File: src/rtl/serial_link_pkg.sv
// Serial link shared definitions.
// Register map, idle read value and FSM states.
package serial_link_pkg;

    localparam logic [15:0] ADDR_SB   = 16'hFF01;
    localparam logic [15:0] ADDR_SC   = 16'hFF02;
    localparam logic [7:0]  REG_IDLE  = 8'hFF;
    localparam logic [5:0]  SC_UNUSED = 6'b111111;

    typedef enum logic {
        ST_IDLE  = 1'b0,
        ST_SHIFT = 1'b1
    } state_t;

endpackage

File: src/rtl/serial_link_sync2.sv
// Two-flop synchronizer for asynchronous link inputs.
// Resets to 1 so an idle-high line never looks like an edge.
module sync2 (
    input  logic clk,
    input  logic reset,
    input  logic i_d,
    output logic o_q
);

    logic r_q1;
    logic r_q2;

    // Two-stage capture of the asynchronous input
    always_ff @(posedge clk) begin
        if (reset) begin
            r_q1 <= 1'b1;
            r_q2 <= 1'b1;
        end else begin
            r_q1 <= i_d;
            r_q2 <= r_q1;
        end
    end

    assign o_q = r_q2;

endmodule

File: src/rtl/serial_link.sv
// Serial link port: SB/SC registers, 8-bit MSB-first shifter.
// Internal divided clock or synchronized external clock.
module serial_link
    import serial_link_pkg::*;
#(
    parameter int CLK_DIV = 512
) (
    input  logic        clk,
    input  logic        reset,
    input  logic [15:0] cpu_addr,
    input  logic [7:0]  cpu_data_w,
    input  logic        cpu_do_write,
    output logic [7:0]  data_r,
    output logic        data_active,
    output logic        intreq_serial,
    output logic        serial_clk_out,
    output logic        serial_out,
    input  logic        serial_clk_in,
    input  logic        serial_in
);

    localparam int DW = $clog2(CLK_DIV);
    localparam logic [DW-1:0] HALF = DW'(CLK_DIV / 2);
    localparam logic [DW-1:0] LAST = DW'(CLK_DIV - 1);

    state_t        r_state;
    state_t        w_state_nxt;
    logic [7:0]    r_sb;
    logic          r_clksel;
    logic [DW-1:0] r_div;
    logic [2:0]    r_bit;
    logic          r_irq;
    logic          r_sclk_out;
    logic          r_sout;
    logic          r_sclk_prev;

    logic w_sin_sync;
    logic w_sclk_sync;
    logic w_busy;
    logic w_wr_sb;
    logic w_wr_sc;
    logic w_fall;
    logic w_rise;
    logic w_abort;
    logic w_start;
    logic w_done;

    sync2 u_sync_sin (
        .clk   (clk),
        .reset (reset),
        .i_d   (serial_in),
        .o_q   (w_sin_sync)
    );

    sync2 u_sync_sclk (
        .clk   (clk),
        .reset (reset),
        .i_d   (serial_clk_in),
        .o_q   (w_sclk_sync)
    );

    assign w_busy  = (r_state == ST_SHIFT);
    assign w_wr_sb = cpu_do_write && (cpu_addr == ADDR_SB);
    assign w_wr_sc = cpu_do_write && (cpu_addr == ADDR_SC);

    assign intreq_serial  = r_irq;
    assign serial_clk_out = r_sclk_out;
    assign serial_out     = r_sout;

    // CPU read mux and address decode
    always_comb begin
        data_r      = REG_IDLE;
        data_active = 1'b0;
        if (cpu_addr == ADDR_SB) begin
            data_r      = r_sb;
            data_active = 1'b1;
        end else if (cpu_addr == ADDR_SC) begin
            data_r      = {w_busy, SC_UNUSED, r_clksel};
            data_active = 1'b1;
        end
    end

    // State register
    always_ff @(posedge clk) begin
        if (reset) begin
            r_state <= ST_IDLE;
        end else begin
            r_state <= w_state_nxt;
        end
    end

    // Shift events, start/abort/done and next state
    always_comb begin
        w_state_nxt = r_state;
        w_fall      = 1'b0;
        w_rise      = 1'b0;
        w_abort     = 1'b0;
        w_start     = 1'b0;
        w_done      = 1'b0;
        unique case (r_state)
            ST_IDLE: begin
                if (w_wr_sc && cpu_data_w[7]) begin
                    w_start     = 1'b1;
                    w_state_nxt = ST_SHIFT;
                end
            end
            ST_SHIFT: begin
                if (r_clksel) begin
                    w_fall = (r_div == '0);
                    w_rise = (r_div == HALF);
                end else begin
                    w_fall = r_sclk_prev & ~w_sclk_sync;
                    w_rise = ~r_sclk_prev & w_sclk_sync;
                end
                if (w_wr_sc && !cpu_data_w[7]) begin
                    w_abort     = 1'b1;
                    w_state_nxt = ST_IDLE;
                end else if (w_rise && (r_bit == 3'd7)) begin
                    w_done      = 1'b1;
                    w_state_nxt = ST_IDLE;
                end
            end
            default: w_state_nxt = ST_IDLE;
        endcase
    end

    // Registers, divider, shifter and link outputs
    always_ff @(posedge clk) begin
        if (reset) begin
            r_sb        <= 8'h00;
            r_clksel    <= 1'b0;
            r_div       <= '0;
            r_bit       <= 3'd0;
            r_irq       <= 1'b0;
            r_sclk_out  <= 1'b1;
            r_sout      <= 1'b1;
            r_sclk_prev <= 1'b1;
        end else begin
            r_sclk_prev <= w_sclk_sync;
            r_irq       <= w_done;
            if (w_wr_sb && !w_busy) begin
                r_sb <= cpu_data_w;
            end
            if (w_wr_sc && !w_busy) begin
                r_clksel <= cpu_data_w[0];
            end
            if (w_start) begin
                r_div <= '0;
                r_bit <= 3'd0;
            end else if (w_busy) begin
                if (r_clksel) begin
                    r_div <= (r_div == LAST) ? '0 : r_div + DW'(1);
                end
                if (w_abort) begin
                    r_sclk_out <= 1'b1;
                    r_sout     <= 1'b1;
                end else begin
                    if (w_fall) begin
                        if (r_clksel) begin
                            r_sclk_out <= 1'b0;
                        end
                        r_sout <= r_sb[7];
                    end
                    if (w_rise) begin
                        r_sclk_out <= 1'b1;
                        r_sb       <= {r_sb[6:0], w_sin_sync};
                        r_bit      <= r_bit + 3'd1;
                    end
                    if (w_done) begin
                        r_sout <= 1'b1;
                    end
                end
            end
        end
    end

endmodule

File: config.mk
export PLATFORM = sky130hd
export DESIGN_NAME = serial_link
export DESIGN_NICKNAME = d
export VERILOG_FILES = /design/src/rtl/serial_link_pkg.sv /design/src/rtl/serial_link_sync2.sv /design/src/rtl/serial_link.sv
export SDC_FILE = /design/constraint.sdc
export NUM_CORES = 1
export LEC_CHECK = 0
export BUFFER_PORTS_ARGS = -buffer_cell sky130_fd_sc_hd__buf_2
export CAP_MARGIN = 20
export CORE_ASPECT_RATIO = 1.1
export CORE_MARGIN = 8
export CORE_UTILIZATION = 51
export DETAILED_ROUTE_END_ITERATION = 6
export PLACE_DENSITY_LB_ADDON = 0.12
export SETUP_SLACK_MARGIN = 0.3
export SLEW_MARGIN = 40
export SYNTH_ARGS = -nofsm -noshare
export SYNTH_HDL_FRONTEND = slang
export SYNTH_SLANG_ARGS = --single-unit
export TNS_END_PERCENT = 50
File: constraint.sdc
create_clock -name clk -period 2 [get_ports clk]
set_input_delay 0 -clock clk [delete_from_list [all_inputs] [get_ports clk]]
set_output_delay 0 -clock clk [all_outputs]
set_load 0.1 [all_outputs]
==> results of run 1 <==
[what timing repair did]
action / 4_1_cts / 5_1_grt
pin swaps: 1 / 1
setup buffers: 2 / 2
endpoints found under the setup margin: 13 / 14
endpoints found under the hold margin: 10 / 0
hold buffers: 10 / 0
resized for setup: 11 / 7
[cells by family after synthesis]
logic type / after synthesis
and+or+nand+nor: 89
DFF: 30
AOI/OAI and AO/OA: 21
buffers and inverters: 13
xor gates and xnor gates: 8
adders and majority gates: 5
muxes: 3
[tightest hold or removal path, cell delays in order]
cell and delay (ps):
buf_2 120, nand3_1 110, a211oi_1 70
[worst min path at each step]
stage | cells past startpoint | from | to | slack [ps]
after global placement | 2 | serial_clk_in | u_sync_sclk.r_q1$_SDFF_PP1_ | 190
final | 3 | cpu_do_write | r_state$_SDFF_PP0_ | 7
after CTS | 3 | cpu_do_write | r_state$_SDFF_PP0_ | 2
after global routing | 3 | cpu_do_write | r_state$_SDFF_PP0_ | 20
after detailed placement | 2 | serial_clk_in | u_sync_sclk.r_q1$_SDFF_PP1_ | 190
after floorplan | 1 | serial_clk_in | u_sync_sclk.r_q1$_SDFF_PP1_ | 100
[placed cells by master, fill, tap and decap left out, types with 3 or more instances in the layout]
cell | Yosys | routed
nand2_1 | 19 | 19
clkbuf_4 | 0 | 5
nand3_1 | 10 | 10
dlygate4sd3_1 | 0 | 10
a311oi_2 | 1 | 6
or2_2 | 5 | 5
buf_2 | 1 | 38
nand4_1 | 5 | 5
dfxtp_1 | 30 | 28
xnor2_1 | 3 | 3
xor2_1 | 5 | 5
buf_4 | 1 | 10
inv_1 | 6 | 4
nand2b_1 | 8 | 7
nor2_1 | 23 | 21
ha_1 | 5 | 4
mux2i_1 | 3 | 3
[Yosys cell counts, drive strengths merged (2+ instances only)]
cell type  count  area share
nand4          5       0.021
buf            4       0.029
and3           2      0.0091
dfxtp         30        0.40
clkbuf         3      0.0075
and2           2      0.0083
nand2         19       0.047
nand3         10       0.033
mux2i          3       0.020
a31o           2       0.012
nor2b          2      0.0083
or4            2       0.013
or2            5       0.021
a311oi         8       0.051
ha             5       0.041
xnor2          3       0.017
nand2b         8       0.033
nor2          23       0.057
or4b           3       0.020
inv            6       0.015
xor2           5       0.029
nor4           2       0.028
a21oi          3      0.0099
nor3           2      0.0066
[layout make-up]
type	count	area, sq um
Clock inverter	1	5.00
Fill cell	200	733
Clock buffer	7	55.1
Timing Repair Buffer	62	428
Sequential cell	30	606
Inverter	6	22.5
Multi-Input combinational cell	126	912
Tap cell	33	41.3
[registers in the layout, indices dropped and copies added, names as in the netlist]
signal / cells
r_bit: 3
u_sync_sin.r_q1: 1
u_sync_sclk.r_q1: 1
r_sb: 8
intreq_serial: 1
serial_out: 1
u_sync_sin.o_q: 1
r_sclk_prev: 1
u_sync_sclk.o_q: 1
r_clksel: 1
r_state: 1
r_div: 9
serial_clk_out: 1
[power groups by stage]
stage	Combinational (mW)	Clock [mW]	Sequential [mW]
after global routing	0.0813	0.404	0.602
final	0.0739	0.373	0.601
after floorplan	0.0233	0	0.616
after detailed placement	0.0564	0	0.616
after global placement	0.0557	0	0.616
after CTS	0.0733	0.381	0.603
[routing by layer]
layer,vias to the layer above,track usage,share of wire
met2,32,0.269,0.51
met4,0,0.0752,0.023
met1,677,0.164,0.41
met3,9,0.0538,0.055
met5,-,0,0
li1,719,-,-
==> metrics.txt, run 1 <==
cell-internal power 0.812 mW; Post-Synth XOR/XNOR Area 0.0464; mux cell area share after synthesis 0.0199; period utilization 0.874; final non-filler cell area a little over 2000 sq um; slowest stage delay, CP 360 ps; main combinational cell family by area after synthesis simple AND/OR/NAND/NOR gates; EDFF count, synth 0; start point of the critical path r_div[1]$_SDFFE_PP0P_; Worst slew margin 0.674; Crit path max-delay family compound AO/OA/AOI/OAI gates; compound-cell area share of the yosys netlist 0.115; Critical Path RT 2230 ps; CP Class reg -> reg; Max Clock Skew 17.2 ps; chip height 73.1 um; layout cells sized above 1 0.388; # setup viols final 0; fin nets 265; final hold violations 0; # clock sinks 30; Total Power 1.05 mW; average cell area after synthesis 8.93 sq um; Max Slew Vio Count 0; post-place instance area 1810 sq um; TritonCTS buffer count 5; arrival time at the worst endpoint approximately 2000 ps; GP Congestion between 0.7 and 0.8; WL/cell 14.4 um; Global Route Usage Sum 0.156; H-tree levels 2; Combinational Power Share 0.071; Final Non-Filler Cells between 200 and 300; CP Capture Type flop; final core utilization 0.738; CP max stage cell dfxtp_4; core box area 2800 sq um; DP Worst Slack approximately 170 ps; Crit path depth 7; Cell Rows 20; Critical Path, Cell by Cell inv_2 > ha_4 > nor4b_4 > buf_4 > nand4b_1 > a31o_2 > a211o_1; port buffer count 40; NetSw 0.236 mW; final setup TNS 0 ps; largest net degree at the start of global routing 20; sw frac 0.225; die area 4960 sq um; Worst setup SP type flop; post-synthesis sequential area ratio 0.398; Vias/cell 5.42; max frequency around 570 MHz; final setup margin 252 ps; simple-gate area share of the yosys netlist 0.328; Clk pwr share 0.356; DRT iter0 DRCs 112; register share of total power 0.574; Root Buffer clkbuf_4; Chip Width 67.9 um; crit path to serial_out$_SDFFE_PP1P_; Hold Crit Class in -> reg; Main synth FF type dfxtp_1; worst hold slack 7.03 ps; CTS tree built; global route overflow 0; R2R Path Start r_div[1]$_SDFFE_PP0P_; Worst IR Drop VDD 0.348 mV; antenna violations before repair 0; LEAKAGE between 0.8 and 0.9 nW; vias 1437; Initial Util 0.538; vias in the first global route 1415; P per Cell Area between 500 and 600 nW/um^2; Max Root-Sink Buffers 2; Async S/R FF share, synth 0; Adder-Cell Fraction of Synth Area 0.0415; Antenna Nets Post-Route 0; Mapped Area 1510 sq um; worst-margin pin slew 492 ps; R2R cell count 7; placed cells approximately 240; WL final 3.81 mm; first-pass GRT wire length around 6 mm; maxcap violations 0; Synth warnings 0; status complete, no violations; first-pass detailed-route iteration total 4; flop2flop setup slack 250 ps; I/O pins a little over 40; antenna cells 0; dpl hpwl 2.73 mm; R2R Path End serial_out$_SDFFE_PP1P_; post-synthesis cell type count between 40 and 50; fin crit period 1750 ps; Net Count, Synth 203; register bit total from synthesis 30; critical-path maximum fanout 3; Area Overhead vs Synth 37.1%; Residual DRC 0; Clock transition at path regs 100 ps; Post-Syn Instances 169; Worst-Skew Late Latency 330 ps; unrepaired setup endpoints after global routing yes; worst path bufs/invs 2
Power figures use the tool's default switching activity.
==> inputs of run 2 (changes only) <==
--- a/config.mk
+++ b/config.mk
@@ -11,6 +11,7 @@
 export CORE_MARGIN = 8
 export CORE_UTILIZATION = 51
 export DETAILED_ROUTE_END_ITERATION = 6
+export MAX_ROUTING_LAYER = met4
 export PLACE_DENSITY_LB_ADDON = 0.12
 export SETUP_SLACK_MARGIN = 0.3
 export SLEW_MARGIN = 40
==> constraint.sdc (replaced) <==
create_clock -name clk -period 2 [get_ports clk]
set_input_delay 0 -clock clk [delete_from_list [all_inputs] [get_ports clk]]
set_output_delay 0 -clock clk [all_outputs]
set_load 0.05 [all_outputs]
==> metrics.txt, run 2 (same netlist as run 1, synthesis figures left out) <==
status complete, no violations (unchanged); Multi-input gate area 880 sq um (was 912 sq um); vias 1404 (was 1437); chip height 73.1 um (unchanged); Initial Util 0.538 (unchanged); Top reg by flops r_div (unchanged); Total Power 1.05 mW (about the same); final setup TNS 0 ps (unchanged); placed cells 239 (was 243); Worst setup SP type flop (unchanged); LEAKAGE 0.833 nW (was 0.866 nW); Max Root-Sink Buffers 2 (unchanged); antenna cells 0 (unchanged); Cell Rows 20 (unchanged); Antenna Nets Post-Route 0 (unchanged); unrepaired setup endpoints after global routing yes (unchanged); commonest non-fill, non-tap cell in the layout buf_2 (unchanged); Worst IR Drop VDD 0.562 mV (was 0.348 mV); H-tree levels 2 (unchanged); layout cells sized above 1 0.344 (was 0.388); fin nets 260 (was 265); WL/cell 14.0 um (was 14.4 um); port buffer count 40 (unchanged); Final Non-Filler Cells 260 (was 265); commonest non-fill, non-tap cells in the layout buf_2, dfxtp_1, nor2_1 (unchanged); # clock sinks 30 (unchanged); WL final 3.63 mm (was 3.81 mm); max reg flops 9 (unchanged); max frequency 578 MHz (was 572 MHz); Critical Path RT 2220 ps (was 2230 ps); global route overflow 0 (unchanged); Clock transition at path regs 90 ps (was 100 ps); die area 4960 sq um (unchanged); I/O pins 41 (unchanged); Vias/cell 5.40 (was 5.42); Global Route Usage Sum 0.161 (was 0.156); core box area 2800 sq um (unchanged); GP Congestion 0.829 (was 0.758); Reg area 607 sq um (was 606 sq um); Worst slew margin 0.732 (was 0.674); Max Slew Vio Count 0 (unchanged); Largest regs r_div (9), r_sb (8), r_bit (3) (unchanged); final hold violations 0 (unchanged); CP Capture Type flop (unchanged); period utilization 0.865 (was 0.874); # setup viols final 0 (unchanged); Hold Crit Class in -> reg (unchanged); dpl hpwl 2.63 mm (was 2.73 mm); post-place instance area 1750 sq um (was 1810 sq um); CP Class reg -> reg (unchanged); vias in the first global route 1375 (was 1415); arrival time at the worst endpoint 1950 ps (was 1980 ps); Max Clock Skew 5.92 ps (was 17.2 ps); Chip Width 67.9 um (unchanged); DRT iter0 DRCs 42 (was 112); critical-path maximum fanout 7 (was 3); worst-margin pin slew 402 ps (was 492 ps); Worst-Skew Late Latency 330 ps (about the same); Residual DRC 0 (unchanged); Root Buffer clkbuf_4 (unchanged); first-pass detailed-route iteration total 4 (unchanged); largest net degree at the start of global routing 20 (unchanged); Area Overhead vs Synth 30.9% (was 37.1%); Filler cells 224 (was 200); TritonCTS buffer count 5 (unchanged); P per Cell Area 531 nW/um^2 (was 506 nW/um^2); antenna violations before repair 0 (unchanged); maxcap violations 0 (unchanged); final non-filler cell area 1980 sq um (was 2070 sq um); first-pass GRT wire length 6.06 mm (was 6.09 mm); CTS tree built (unchanged); fin crit period 1730 ps (was 1750 ps)
## run 2: changes by cell type in the layout (fill, tap and decap cells not counted), sizes merged
cell / previous run / this run
buf: 52 / 47
## run 2: final cells by class
type | count | share of cell area
Multi-Input combinational cell | 126 | 0.445
Sequential cell | 30 | 0.307
Timing Repair Buffer | 57 | 0.185
Clock buffer | 7 | 0.0279
Tap cell | 33 | 0.0209
Inverter | 6 | 0.0114
Clock inverter | 1 | 0.00253
## run 2: final timing paths
check                                            endpoint  slack [ps]  depth (start not counted)                       start
worst min-delay path                   r_state$_SDFF_PP0_          20                          3                cpu_do_write
worst max register to register    serial_out$_SDFFE_PP1P_         270                          3       r_clksel$_SDFFE_PP0P_
worst min register to register  u_sync_sin.o_q$_SDFF_PP1_         420                          1  u_sync_sin.r_q1$_SDFF_PP1_
worst max-delay path              serial_out$_SDFFE_PP1P_         270                          3       r_clksel$_SDFFE_PP0P_
## run 2: report_power, final
group	total, mW	internal [mW]	switching [mW]
sequential	0.601	0.600	0.00146
clock	0.373	0.170	0.203
combinational	0.0744	0.0423	0.0321
total	1.05	0.812	0.237
## run 2: worst max-delay path, stage by stage, from the launching register on
cell     delay [ps]
dfxtp_1         390
or4b_2          710
a31o_2          270
a211o_1         260
## run 2: timing repair
item,4_1_cts,5_1_grt
hold buffers,10,0
setup buffers,2,1
gates resized for setup,8,1
setup endpoints to repair,13,17
pin swaps,2,2
hold endpoints to repair,10,0
## run 2: per-stage QoR
step	util	hold WS, ps	worst slack, ps
after CTS	0.700	8.05	249
after floorplan	-	104	313
after global placement	0.626	185	245
after detailed placement	0.626	189	174
final	0.705	19.6	270
after global routing	0.705	52.5	156
## run 2: layer usage
metal | wire, um | vias to the layer above | global-route usage
met3 | 221 | 4 | 0.0384
met4 | 45 | 0 | 0.0820
met1 | 1640 | 650 | 0.194
met5 | 0 | - | -
met2 | 1720 | 36 | 0.241
li1 | - | 714 | -
==> inputs of run 3 (changes only) <==
--- a/config.mk
+++ b/config.mk
@@ -17,5 +17,6 @@
 export SLEW_MARGIN = 40
 export SYNTH_ARGS = -nofsm -noshare
 export SYNTH_HDL_FRONTEND = slang
+export SYNTH_HIERARCHICAL = 1
 export SYNTH_SLANG_ARGS = --single-unit
 export TNS_END_PERCENT = 50
==> constraint.sdc (replaced) <==
create_clock -name clk -period 1.9 [get_ports clk]
set_input_delay 0 -clock clk [delete_from_list [all_inputs] [get_ports clk]]
set_output_delay 0 -clock clk [all_outputs]
set_load 0.05 [all_outputs]
==> metrics.txt, run 3 <==
slowest stage delay, CP 370 ps (was 710 ps); status complete, no violations (unchanged); Clock transition at path regs 100 ps (was 90 ps); Synth area leaders dfxtp_1, nor2_1, nand2_1 (unchanged); fin crit period 1690 ps (was 1730 ps); Synth area leader dfxtp_1 (unchanged); max reg flops 9 (unchanged); Residual DRC 0 (unchanged); WL final 3.83 mm (was 3.63 mm); register share of total power 0.567 (was 0.573); largest net degree at the start of global routing 20 (unchanged); first-pass detailed-route iteration total 4 (unchanged); share of the synthesized area in the top cell type 0.391 (was 0.398); period utilization 0.889 (was 0.865); Area Overhead vs Synth 34.5% (was 30.9%); CP Capture Type flop (unchanged); Worst-Skew Late Latency 330 ps (about the same); max frequency 592 MHz (was 578 MHz); Max Slew Vio Count 0 (unchanged); Clk pwr share 0.360 (was 0.356); unrepaired setup endpoints after global routing yes (unchanged); I/O pins 41 (unchanged); fin nets 268 (was 260); Mapped Area 1540 sq um (was 1510 sq um); Worst setup SP type flop (unchanged); antenna violations before repair 0 (unchanged); post-synthesis sequential area ratio 0.391 (was 0.398); WL/cell 14.2 um (was 14.0 um); Max Clock Skew 14.2 ps (was 5.92 ps); final setup TNS 0 ps (unchanged); most frequent cells after synthesis dfxtp_1, nor2_1, nand2_1, nand3_1, nand2b_1 (unchanged); vias in the first global route 1638 (was 1375); Worst IR Drop VDD 0.409 mV (was 0.562 mV); Initial Util 0.517 (was 0.538); count leader, synth dfxtp_1 (unchanged); port buffer count 40 (unchanged); DP Worst Slack 168 ps (was 174 ps); arrival time at the worst endpoint 1920 ps (was 1950 ps); CTS tree built (unchanged); Max Root-Sink Buffers 2 (unchanged); final setup margin 211 ps (was 270 ps); Synth warnings 6 (was 0); first-pass GRT wire length 6.63 mm (was 6.06 mm); die area 5030 sq um (was 4960 sq um); average cell area after synthesis 8.73 sq um (was 8.93 sq um); worst-margin pin slew 377 ps (was 402 ps); # setup viols final 0 (unchanged); Top reg by flops r_div (unchanged); core box area 2970 sq um (was 2800 sq um); EDFF count, synth 0 (unchanged); Async S/R FF share, synth 0 (unchanged); Antenna Nets Post-Route 0 (unchanged); commonest non-fill, non-tap cell in the layout buf_2 (unchanged); final core utilization 0.696 (was 0.705); Critical Path, Cell by Cell inv_2 > ha_4 > nor4b_4 > a31oi_2 > a311o_1 > buf_12 > mux2i_1 > nor2_1 (was or4b_2 > a31o_2 > a211o_1); CP Class reg -> reg (unchanged); Net Count, Synth 210 (was 203); H-tree levels 2 (unchanged); Hold Crit Class in -> reg (unchanged); global route overflow 0 (unchanged); Cell Rows 21 (was 20); CP max stage cell dfxtp_4 (was or4b_2); antenna cells 0 (unchanged); P per Cell Area 541 nW/um^2 (was 531 nW/um^2); Chip Width 68.3 um (was 67.9 um); vias 1469 (was 1404); final hold violations 0 (unchanged); Hold Path Stages 3 (unchanged); # clock sinks 30 (unchanged); DRT iter0 DRCs 62 (was 42); Largest regs r_div (9), r_sb (8), r_bit (3) (unchanged); Combinational Power Share 0.073 (was 0.071); post-synthesis cell type count 43 (unchanged); Critical Path RT 2130 ps (was 2220 ps); NetSw 0.262 mW (was 0.237 mW); TritonCTS buffer count 5 (unchanged); Root Buffer clkbuf_4 (unchanged); maxcap violations 0 (unchanged); R2R cell count 8 (was 3); GP Congestion 0.829 (about the same); sw frac 0.234 (was 0.226); critical-path maximum fanout 19 (was 7); layout cells sized above 1 0.353 (was 0.344); worst hold slack 55.6 ps (was 19.6 ps); Worst slew margin 0.749 (was 0.732); Main synth FF type dfxtp_1 (unchanged); LEAKAGE 0.862 nW (was 0.833 nW); Post-Syn Instances 176 (was 169); Global Route Usage Sum 0.171 (was 0.161); Total Power 1.12 mW (was 1.05 mW); chip height 73.6 um (was 73.1 um); Vias/cell 5.46 (was 5.40); dpl hpwl 2.84 mm (was 2.63 mm); register bit total from synthesis 30 (unchanged); commonest non-fill, non-tap cells in the layout buf_2, dfxtp_1, nor2_1 (unchanged); cell-internal power 0.856 mW (was 0.812 mW)
-- run 3: final cells by class --
| class | instances | area (sq um) |
|---|---|---|
| fill | 238 | 902 |
| timing repair buffer | 58 | 385 |
| inverter | 7 | 26.3 |
| sequential | 30 | 607 |
| clock inverter | 2 | 12.5 |
| tap | 34 | 42.5 |
| clock buffer | 6 | 51.3 |
| multi-input combinational | 132 | 942 |
-- run 3: what timing repair did --
| item | 4_1_cts | 5_1_grt |
|---|---|---|
| endpoints found under the setup margin | 14 | 24 |
| endpoints found under the hold margin | 11 | 0 |
| resized for setup | 11 | 8 |
| setup buffers | 2 | 0 |
| hold buffers | 10 | 0 |
| pin swaps | 0 | 1 |
| cloned | 0 | 0 |
-- run 3: worst max-delay path, delay by kind of cell, from the launching register on --
kind | cells | cell delay, ps
AO/OA/AOI/OAI | 2 | 470
adder cells (fa/ha/maj) | 1 | 110
buffers and inverters | 2 | 230
flip-flops | 1 | 370
multiplexers | 1 | 150
AND/OR/NAND/NOR | 2 | 270
-- run 3: per-layer routing --
| layer | vias to the layer above | GRT usage | routed length [um] |
|---|---|---|---|
| met5 | - | - | 0 |
| met4 | 0 | 0.0888 | 76 |
| met3 | 8 | 0.0457 | 176 |
| met2 | 47 | 0.275 | 1880 |
| met1 | 682 | 0.188 | 1700 |
| li1 | 732 | - | - |
-- run 3: worst paths after layout --
path	start	endpoint	slack (ps)
worst min register to register	u_sync_sin/r_q1$_SDFF_PP1_	u_sync_sin/o_q$_SDFF_PP1_	420
worst min-delay path	cpu_do_write	r_state$_SDFF_PP0_	60
worst max register to register	r_div[0]$_SDFFE_PP0P_	r_bit[1]$_SDFFE_PP0P_	210
worst max-delay path	r_div[0]$_SDFFE_PP0P_	r_bit[1]$_SDFFE_PP0P_	210
-- run 3: per-stage QoR --
step / cells / instance area (sq um)
floorplan: 176 / 1570
global placement: 249 / 1820
detailed placement: 249 / 1820
CTS: 269 / 2040
global route: 269 / 2070
finish: 269 / 2070
-- run 3: power by group through the flow --
stage	clock network [mW]	registers [mW]	logic [mW]
2_1_floorplan	0	0.648	0.0228
3_3_place_gp	0	0.649	0.0611
3_5_place_dp	0	0.649	0.0630
4_1_cts	0.414	0.633	0.0804
5_1_grt	0.442	0.634	0.0890
6_report	0.403	0.633	0.0820
-- run 3: cells by family (layout without fill, tap and decap cells) --
family                   after synthesis  after routing  synth area share
AND/OR/NAND/NOR                       94             94             0.338
flip-flops                            30             30             0.391
AO/OA/AOI/OAI                         22             22             0.112
buffers and inverters                 14             73            0.0529
XOR/XNOR                               7              7            0.0399
adder cells (fa/ha/maj)                5              5            0.0407
multiplexers                           4              4            0.0261
